`config.mk`:
```
export PLATFORM = sky130hd
export DESIGN_NAME = qsm_wb_sequencer
export DESIGN_NICKNAME = d
export VERILOG_FILES = /design/src/rtl/qsm_wb_sequencer.sv
export SDC_FILE = /design/constraint.sdc
export NUM_CORES = 1
export LEC_CHECK = 0
export CELL_PAD_IN_SITES_DETAIL_PLACEMENT = 1
export CELL_PAD_IN_SITES_GLOBAL_PLACEMENT = 1
export CORE_UTILIZATION = 36
export CTS_BUF_LIST = sky130_fd_sc_hd__clkbuf_8 sky130_fd_sc_hd__clkbuf_16
export DETAILED_ROUTE_END_ITERATION = 7
export PLACE_DENSITY = 0.92
export SLEW_MARGIN = 10
export SYNTH_ARGS = -nofsm -noshare
export SYNTH_HDL_FRONTEND = slang
export SYNTH_SLANG_ARGS = --single-unit
export TNS_END_PERCENT = 5
```
`constraint.sdc`:
```
create_clock -name clk_i -period 5.47 [get_ports clk_i]
set_input_delay 1.094 -clock clk_i [delete_from_list [all_inputs] [get_ports clk_i]]
set_output_delay 1.094 -clock clk_i [all_outputs]
set_load 0.01 [all_outputs]
```
`src/rtl/qsm_wb_sequencer.sv`:
```
// qsm_wb_sequencer: Wishbone pipelined initiator that triggers one QSM channel,
// polls its status until done and streams the readout memory as 16-bit beats.
// Optional poll timeout abort: define QSM_POLL_TIMEOUT_EN.
module qsm_wb_sequencer #(
  parameter int CHANNEL       = 0,
  parameter int POLL_GAP      = 16,
  parameter int TIMEOUT_POLLS = 1024
) (
  input  logic        clk_i,
  input  logic        rst_i,
  input  logic        start_i,
  input  logic [3:0]  last_reg_adr_i,
  input  logic [3:0]  max_dim_no_i,
  input  logic [9:0]  read_delay_i,
  output logic        wb_cyc_o,
  output logic        wb_stb_o,
  output logic        wb_we_o,
  output logic [10:0] wb_adr_o,
  output logic [3:0]  wb_sel_o,
  output logic [31:0] wb_dat_o,
  input  logic [31:0] wb_dat_i,
  input  logic        wb_ack_i,
  input  logic        wb_err_i,
  input  logic        wb_stall_i,
  output logic [15:0] data_o,
  output logic        data_valid_o,
  input  logic        data_ready_i,
  output logic [3:0]  dim_count_o,
  output logic        busy_o,
  output logic        done_o,
  output logic        err_o,
  output logic [1:0]  err_code_o
);

  typedef enum logic [2:0] {
    S_IDLE,
    S_WR_CTRL,
    S_POLL_WAIT,
    S_POLL_RD,
    S_MEM_RD,
    S_OUT,
    S_FIN,
    S_ERR
  } state_t;

  localparam logic [10:0] CTRL_ADR =
    (CHANNEL == 1) ? 11'h008 : 11'h000;
  localparam logic [10:0] STAT_ADR =
    (CHANNEL == 1) ? 11'h00C : 11'h004;
  localparam logic [10:0] MEM_BASE =
    (CHANNEL == 1) ? 11'h600 : 11'h400;
  localparam logic [15:0] GAP_LAST = 16'(POLL_GAP - 1);

  state_t      state_q;
  state_t      state_d;
  logic        acc_q;
  logic [15:0] gap_q;
  logic [3:0]  lr_q;
  logic [3:0]  md_q;
  logic [9:0]  rd_q;
  logic [7:0]  idx_q;
  logic [7:0]  n_q;
  logic [15:0] data_q;
  logic [3:0]  dim_q;
  logic [1:0]  code_q;

  logic        code_set;
  logic [1:0]  code_d;
  logic        in_bus;
  logic        start_ok;
  logic        st_ack;
  logic        mem_ack;
  logic        st_done;
  logic        st_bad;
  logic [3:0]  st_dim;
  logic [4:0]  lr_p1;
  logic [8:0]  prod;
  logic [7:0]  n_calc;
  logic [7:0]  idx_nxt;
  logic        poll_to;
  logic        unused_bits;

  assign in_bus = (state_q == S_WR_CTRL) ||
                  (state_q == S_POLL_RD) ||
                  (state_q == S_MEM_RD);
  assign start_ok = (state_q == S_IDLE) && start_i;
  assign st_ack   = (state_q == S_POLL_RD) &&
                    wb_ack_i && !wb_err_i;
  assign mem_ack  = (state_q == S_MEM_RD) &&
                    wb_ack_i && !wb_err_i;

  assign st_done = wb_dat_i[1];
  assign st_bad  = wb_dat_i[2] | wb_dat_i[3];
  assign st_dim  = wb_dat_i[7:4];

  // Words to fetch: registers per DIM times DIM count, capped at 128
  assign lr_p1  = {1'b0, lr_q} + 5'd1;
  assign prod   = {4'b0, lr_p1} * {5'b0, st_dim};
  assign n_calc = (prod >= 9'd128) ? 8'd128 : prod[7:0];

  assign idx_nxt     = idx_q + 8'd1;
  assign unused_bits = ^wb_dat_i[31:16];

`ifdef QSM_POLL_TIMEOUT_EN
  localparam logic [15:0] TO_POLLS = 16'(TIMEOUT_POLLS);

  logic [15:0] poll_q;

  assign poll_to = (poll_q + 16'd1) >= TO_POLLS;

  // Count not-done status replies since the sequence started
  always_ff @(posedge clk_i) begin
    if (rst_i) begin
      poll_q <= '0;
    end else if (start_ok) begin
      poll_q <= '0;
    end else if (st_ack && !st_done) begin
      poll_q <= poll_q + 16'd1;
    end
  end
`else
  assign poll_to = 1'b0;
`endif

  // State register
  always_ff @(posedge clk_i) begin
    if (rst_i) begin
      state_q <= S_IDLE;
    end else begin
      state_q <= state_d;
    end
  end

  // Next-state and error classification
  always_comb begin
    state_d  = state_q;
    code_set = 1'b0;
    code_d   = 2'b00;
    unique case (state_q)
      S_IDLE: begin
        if (start_i) state_d = S_WR_CTRL;
      end
      S_WR_CTRL: begin
        if (wb_ack_i) state_d = S_POLL_WAIT;
      end
      S_POLL_WAIT: begin
        if (gap_q == GAP_LAST) state_d = S_POLL_RD;
      end
      S_POLL_RD: begin
        if (wb_ack_i) begin
          if (!st_done) begin
            if (poll_to) begin
              state_d  = S_ERR;
              code_set = 1'b1;
              code_d   = 2'b11;
            end else begin
              state_d = S_POLL_WAIT;
            end
          end else if (st_bad) begin
            state_d  = S_ERR;
            code_set = 1'b1;
            code_d   = 2'b10;
          end else if (n_calc == 8'd0) begin
            state_d = S_FIN;
          end else begin
            state_d = S_MEM_RD;
          end
        end
      end
      S_MEM_RD: begin
        if (wb_ack_i) state_d = S_OUT;
      end
      S_OUT: begin
        if (data_ready_i) begin
          state_d = (idx_nxt == n_q) ? S_FIN : S_MEM_RD;
        end
      end
      S_FIN:   state_d = S_IDLE;
      S_ERR:   state_d = S_IDLE;
      default: state_d = S_IDLE;
    endcase
    if (in_bus && wb_err_i) begin
      state_d  = S_ERR;
      code_set = 1'b1;
      code_d   = 2'b01;
    end
  end

  // Request phase: strobe until the slave takes it, then wait for ack
  always_ff @(posedge clk_i) begin
    if (rst_i) begin
      acc_q <= 1'b0;
    end else if (!in_bus || wb_ack_i || wb_err_i) begin
      acc_q <= 1'b0;
    end else if (wb_stb_o && !wb_stall_i) begin
      acc_q <= 1'b1;
    end
  end

  // Idle spacing between status reads
  always_ff @(posedge clk_i) begin
    if (rst_i) begin
      gap_q <= '0;
    end else if (state_q != S_POLL_WAIT) begin
      gap_q <= '0;
    end else begin
      gap_q <= gap_q + 16'd1;
    end
  end

  // Parameter latch at start and sticky error code
  always_ff @(posedge clk_i) begin
    if (rst_i) begin
      lr_q   <= '0;
      md_q   <= '0;
      rd_q   <= '0;
      code_q <= '0;
    end else begin
      if (start_ok) begin
        lr_q   <= last_reg_adr_i;
        md_q   <= max_dim_no_i;
        rd_q   <= read_delay_i;
        code_q <= 2'b00;
      end
      if (code_set) code_q <= code_d;
    end
  end

  // Readout bookkeeping: word count, index, captured word
  always_ff @(posedge clk_i) begin
    if (rst_i) begin
      dim_q  <= '0;
      n_q    <= '0;
      idx_q  <= '0;
      data_q <= '0;
    end else begin
      if (st_ack && st_done && !st_bad) begin
        dim_q <= st_dim;
        n_q   <= n_calc;
        idx_q <= '0;
      end
      if (mem_ack) data_q <= wb_dat_i[15:0];
      if ((state_q == S_OUT) && data_ready_i) begin
        idx_q <= idx_nxt;
      end
    end
  end

  // Bus and status outputs decoded from state
  always_comb begin
    wb_cyc_o     = in_bus;
    wb_stb_o     = in_bus && !acc_q;
    wb_we_o      = 1'b0;
    wb_adr_o     = '0;
    wb_dat_o     = '0;
    data_valid_o = (state_q == S_OUT);
    busy_o       = (state_q != S_IDLE) &&
                   (state_q != S_FIN) &&
                   (state_q != S_ERR);
    done_o       = (state_q == S_FIN);
    err_o        = (state_q == S_ERR);
    unique case (state_q)
      S_WR_CTRL: begin
        wb_we_o  = 1'b1;
        wb_adr_o = CTRL_ADR;
        wb_dat_o = {12'b0, rd_q, md_q, lr_q, 2'b10};
      end
      S_POLL_RD: begin
        wb_adr_o = STAT_ADR;
      end
      S_MEM_RD: begin
        wb_adr_o = MEM_BASE + {2'b00, idx_q[6:0], 2'b00};
      end
      default: begin
        wb_adr_o = '0;
      end
    endcase
  end

  assign wb_sel_o    = 4'b1111;
  assign data_o      = data_q;
  assign dim_count_o = dim_q;
  assign err_code_o  = code_q;

endmodule
```
==> run_results.csv <==
group,metric,value,unit
setup_path,crit_fanout,8,
cells_and_area,utilization,47.6,%
logic_synthesis,ys_seq_elements,76,
route,first_pass_iters,8,
clocking,cts.reportedPaths.clkPinSlew,0.06,ns
setup_path,slowest_delay,0.59,ns
logic_synthesis,synth-compound-area-share,14.8,%
cells_and_area,antenna_cells,0,
clocking,cts_tree,"done",
logic_synthesis,ys_seq_area_share,35.2,%
logic_synthesis,synth.avg_cell_area,7.87,um2
cells_and_area,num-fill-cells,1420,
logic_synthesis,yosys.cell_types.count,54,
timing,final_max_slew_viol_count,0,
setup_path,cp_top_family,"adder cells",
timing,slew_headroom,24.6,%
logic_synthesis,synth_fa_ha_area_share,7.41,%
logic_synthesis,synth_edf_count,0,
cells_and_area,final_nets,702,
logic_synthesis,synth_top_area_share,35.2,%
setup_path,path_common_cell,"fa_1",
logic_synthesis,yosys_warnings,0,
die,row_count,39,
pwr,leakage,2.11,nW
timing,final.setup.tns,0,ns
die,die-area,12500,um2
setup_path,path_buf_inv,2,
clocking,cts-root-buf,"clkbuf_16",
route,routedWlPerCell,17.2,um
timing,min_period,4.42,ns
setup_path,end_kind,"flip-flop",
setup_path,slowest_stage,"clkdlybuf4s50_1",
clocking,postCtsHoldBufs,0,
setup_path,setup.worst_path.class,"in -> reg",
logic_synthesis,synthCells,549,
logic_synthesis,synth_top_family_by_area,"simple AND/OR/NAND/NOR gates",
logic_synthesis,synth-simple-area-share,28.9,%
logic_synthesis,synth.mux.area_fraction,1.16,%
pwr,vdd_drop_max,0.000126,V
global_routing,grt_usage,21.7,%
pwr,p_total,1.76,mW
setup_path,start_kind,"input port",
global_routing,grt_pass1_vias,4399,
timing,fmax,226,MHz
run_status,violations,"design-rule violations",
clocking,h-tree-depth,3,
die,io-pin-count,133,
cells_and_area,drive_gt1_share,3.82,%
clocking,post_cts_buffers,0,
run_status,outcome,"complete, but fails checks",
setup_path,crit_required,5.71,ns
pwr,p_per_area,320,nW/um2
die,die_x,112,um
clocking,cts_num_sinks,76,
die,initial_core_util,37.4,%
place,dpl.hpwl,9670,um
place,routabilityCongestion,0.827,
logic_synthesis,synth_ff_type,"dfxtp_1",
global_routing,antenna_found_initial,0,
route,ant_nets,0,
route,drt_iter0_markers,216,
timing,clock_skew,0.00595,ns
logic_synthesis,yosys.area.top_type,"dfxtp_1",
global_routing,overflow,0,
job,cap_violations,0,
clocking,clkLatencyLatePin,0.34,ns
clocking,cts_resized,0,
clocking,clk_path_buf_depth,2,
route,vias,4138,
global_routing,grt_max_degree,57,
route,drc,8,
route,wirelength,13300,um
place,io_buffers,96,
logic_synthesis,synth.area.top_cells,"dfxtp_1 35%, nand2_1 8.4%, a21oi_1 6.3%",
logic_synthesis,async_reset_ff_share,0,%
cells_and_area,syn_to_final_growth,27.3,%
logic_synthesis,syn-cell-area,4320,um2
clocking,numCtsBuffers,9,
route,vias_per_cell,5.37,
global_routing,grt_pass1_wl,21600,um
worst_hold_path,hp-class,"reg -> reg",
die,fp.dieH,112,um
logic_synthesis,synth_xor_area_share,4.46,%
setup_path,arrival,4.66,ns
timing,setup_viol,0,
timing,worst_slew_pin_slew,1.13,ns
timing,finalHoldViolCount,0,
timing,finalCritPeriodShare,80.7,%
timing,rsz0062_at_grt,"no",
die,core_area,11600,um2
setup_path,path_cells,"clkdlybuf4s50_1 > nand2b_1 > fa_1 > inv_1 > fa_1 > ha_1 > a211oi_1 > nor4_1 > nor4_2 > nand3_2 > o31ai_1",
-- registers in the layout, indices dropped and copies added, names as in the netlist --
name / cells
data_o: 16
gap_q: 16
n_q: 8
md_q: 4
dim_count_o: 4
rd_q: 10
state_q: 3
err_code_o: 2
idx_q: 8
acc_q: 1
lr_q: 4
-- power by group --
| group | internal, mW | leakage (nW) | switching, mW | total, mW |
|---|---|---|---|---|
| logic | 0.234 | 1.36 | 0.336 | 0.570 |
| registers | 0.599 | 0.615 | 0.0554 | 0.655 |
| clock network | 0.301 | 0.141 | 0.234 | 0.536 |
| total | 1.13 | 2.11 | 0.625 | 1.76 |
-- final cells by class --
type                            count  area [um2]  area share [%]
Inverter                           13        48.8           0.887
Tap cell                          143         179            3.25
Clock buffer                        9         225            4.09
Timing Repair Buffer               97         963            17.5
Sequential cell                    76        1520            27.7
Multi-Input combinational cell    426        2530            45.9
Clock inverter                      7        36.3           0.660
-- Yosys cell counts (6+ instances only) --
library cell and count:
nand4_1 6, xnor2_1 13, a21oi_1 54, ha_1 16
nand2_1 97, and2_1 17, buf_4 22, buf_2 11
clkbuf_1 18, nor2_1 33, nor2b_1 10, inv_1 13
dfxtp_1 76, fa_1 6, xor2_1 9, o21ai_0 21
nand3_1 19, or3_1 7, and3_1 27
-- logic make-up after synthesis --
group           count (synthesis)
compound gates                108
flops                          76
simple gates                  249
buf+inv                        65
xor+xnor                       22
other cells                     2
mux                             5
fa+ha+maj                      22
-- routing by layer --
metal	GRT usage (%)	wire, um
met1	23.9	5420
met2	41.3	7060
met3	2.83	426
met4	9.46	355
met5	0	0
-- per-stage QoR --
stage          area [um2]  worst slack (ns)  hold WS, ns  std cells
2_1_floorplan        4390              1.78        0.413        567
3_3_place_gp         5240             0.960        0.423        755
3_5_place_dp         5240             0.727        0.439        755
4_1_cts              5500              1.07        0.449        771
5_1_grt              5500             0.829        0.463        771
6_report             5500              1.05        0.442        771
-- path summary, 6_finish.rpt --
| kind | startpoint | end | slack, ns | cells past startpoint |
|---|---|---|---|---|
| max | wb_dat_i[7] | n_q[4]$_SDFFE_PP0P_ | 1.05 | 11 |
| min | gap_q[0]$_SDFF_PP0_ | gap_q[0]$_SDFF_PP0_ | 0.44 | 1 |
| max reg2reg | lr_q[0]$_SDFFE_PP0P_ | n_q[4]$_SDFFE_PP0P_ | 1.51 | 12 |
| min reg2reg | gap_q[0]$_SDFF_PP0_ | gap_q[0]$_SDFF_PP0_ | 0.44 | 1 |
-- worst reg2reg max path: cells and delay by family, from the launching register on --
kind | cells | cell delay [ns]
compound gates | 2 | 0.74
simple gates | 4 | 0.77
xor+xnor | 1 | 0.27
fa+ha+maj | 4 | 1.57
flops | 1 | 0.46
buf+inv | 1 | 0.07
-- placed cells by master (no fill, tap or decap), types with 5 or more instances in the layout --
cell type and count:
nand2_1 97, clkdlybuf4s50_1 95, dfxtp_1 76, a21oi_1 54, nor2_1 33, and3_1 27
o21ai_0 21, conb_1 20, nand3_1 19, and2_1 17, ha_1 16, inv_1 15
xnor2_1 13, nor2b_1 10, xor2_1 9, clkbuf_16 9, or3_1 7, nand4_1 6
fa_1 6, nor3_1 5, mux2i_1 5, a31oi_1 5, nor4_1 5
Note: power is estimated with default switching activity, not from simulation.
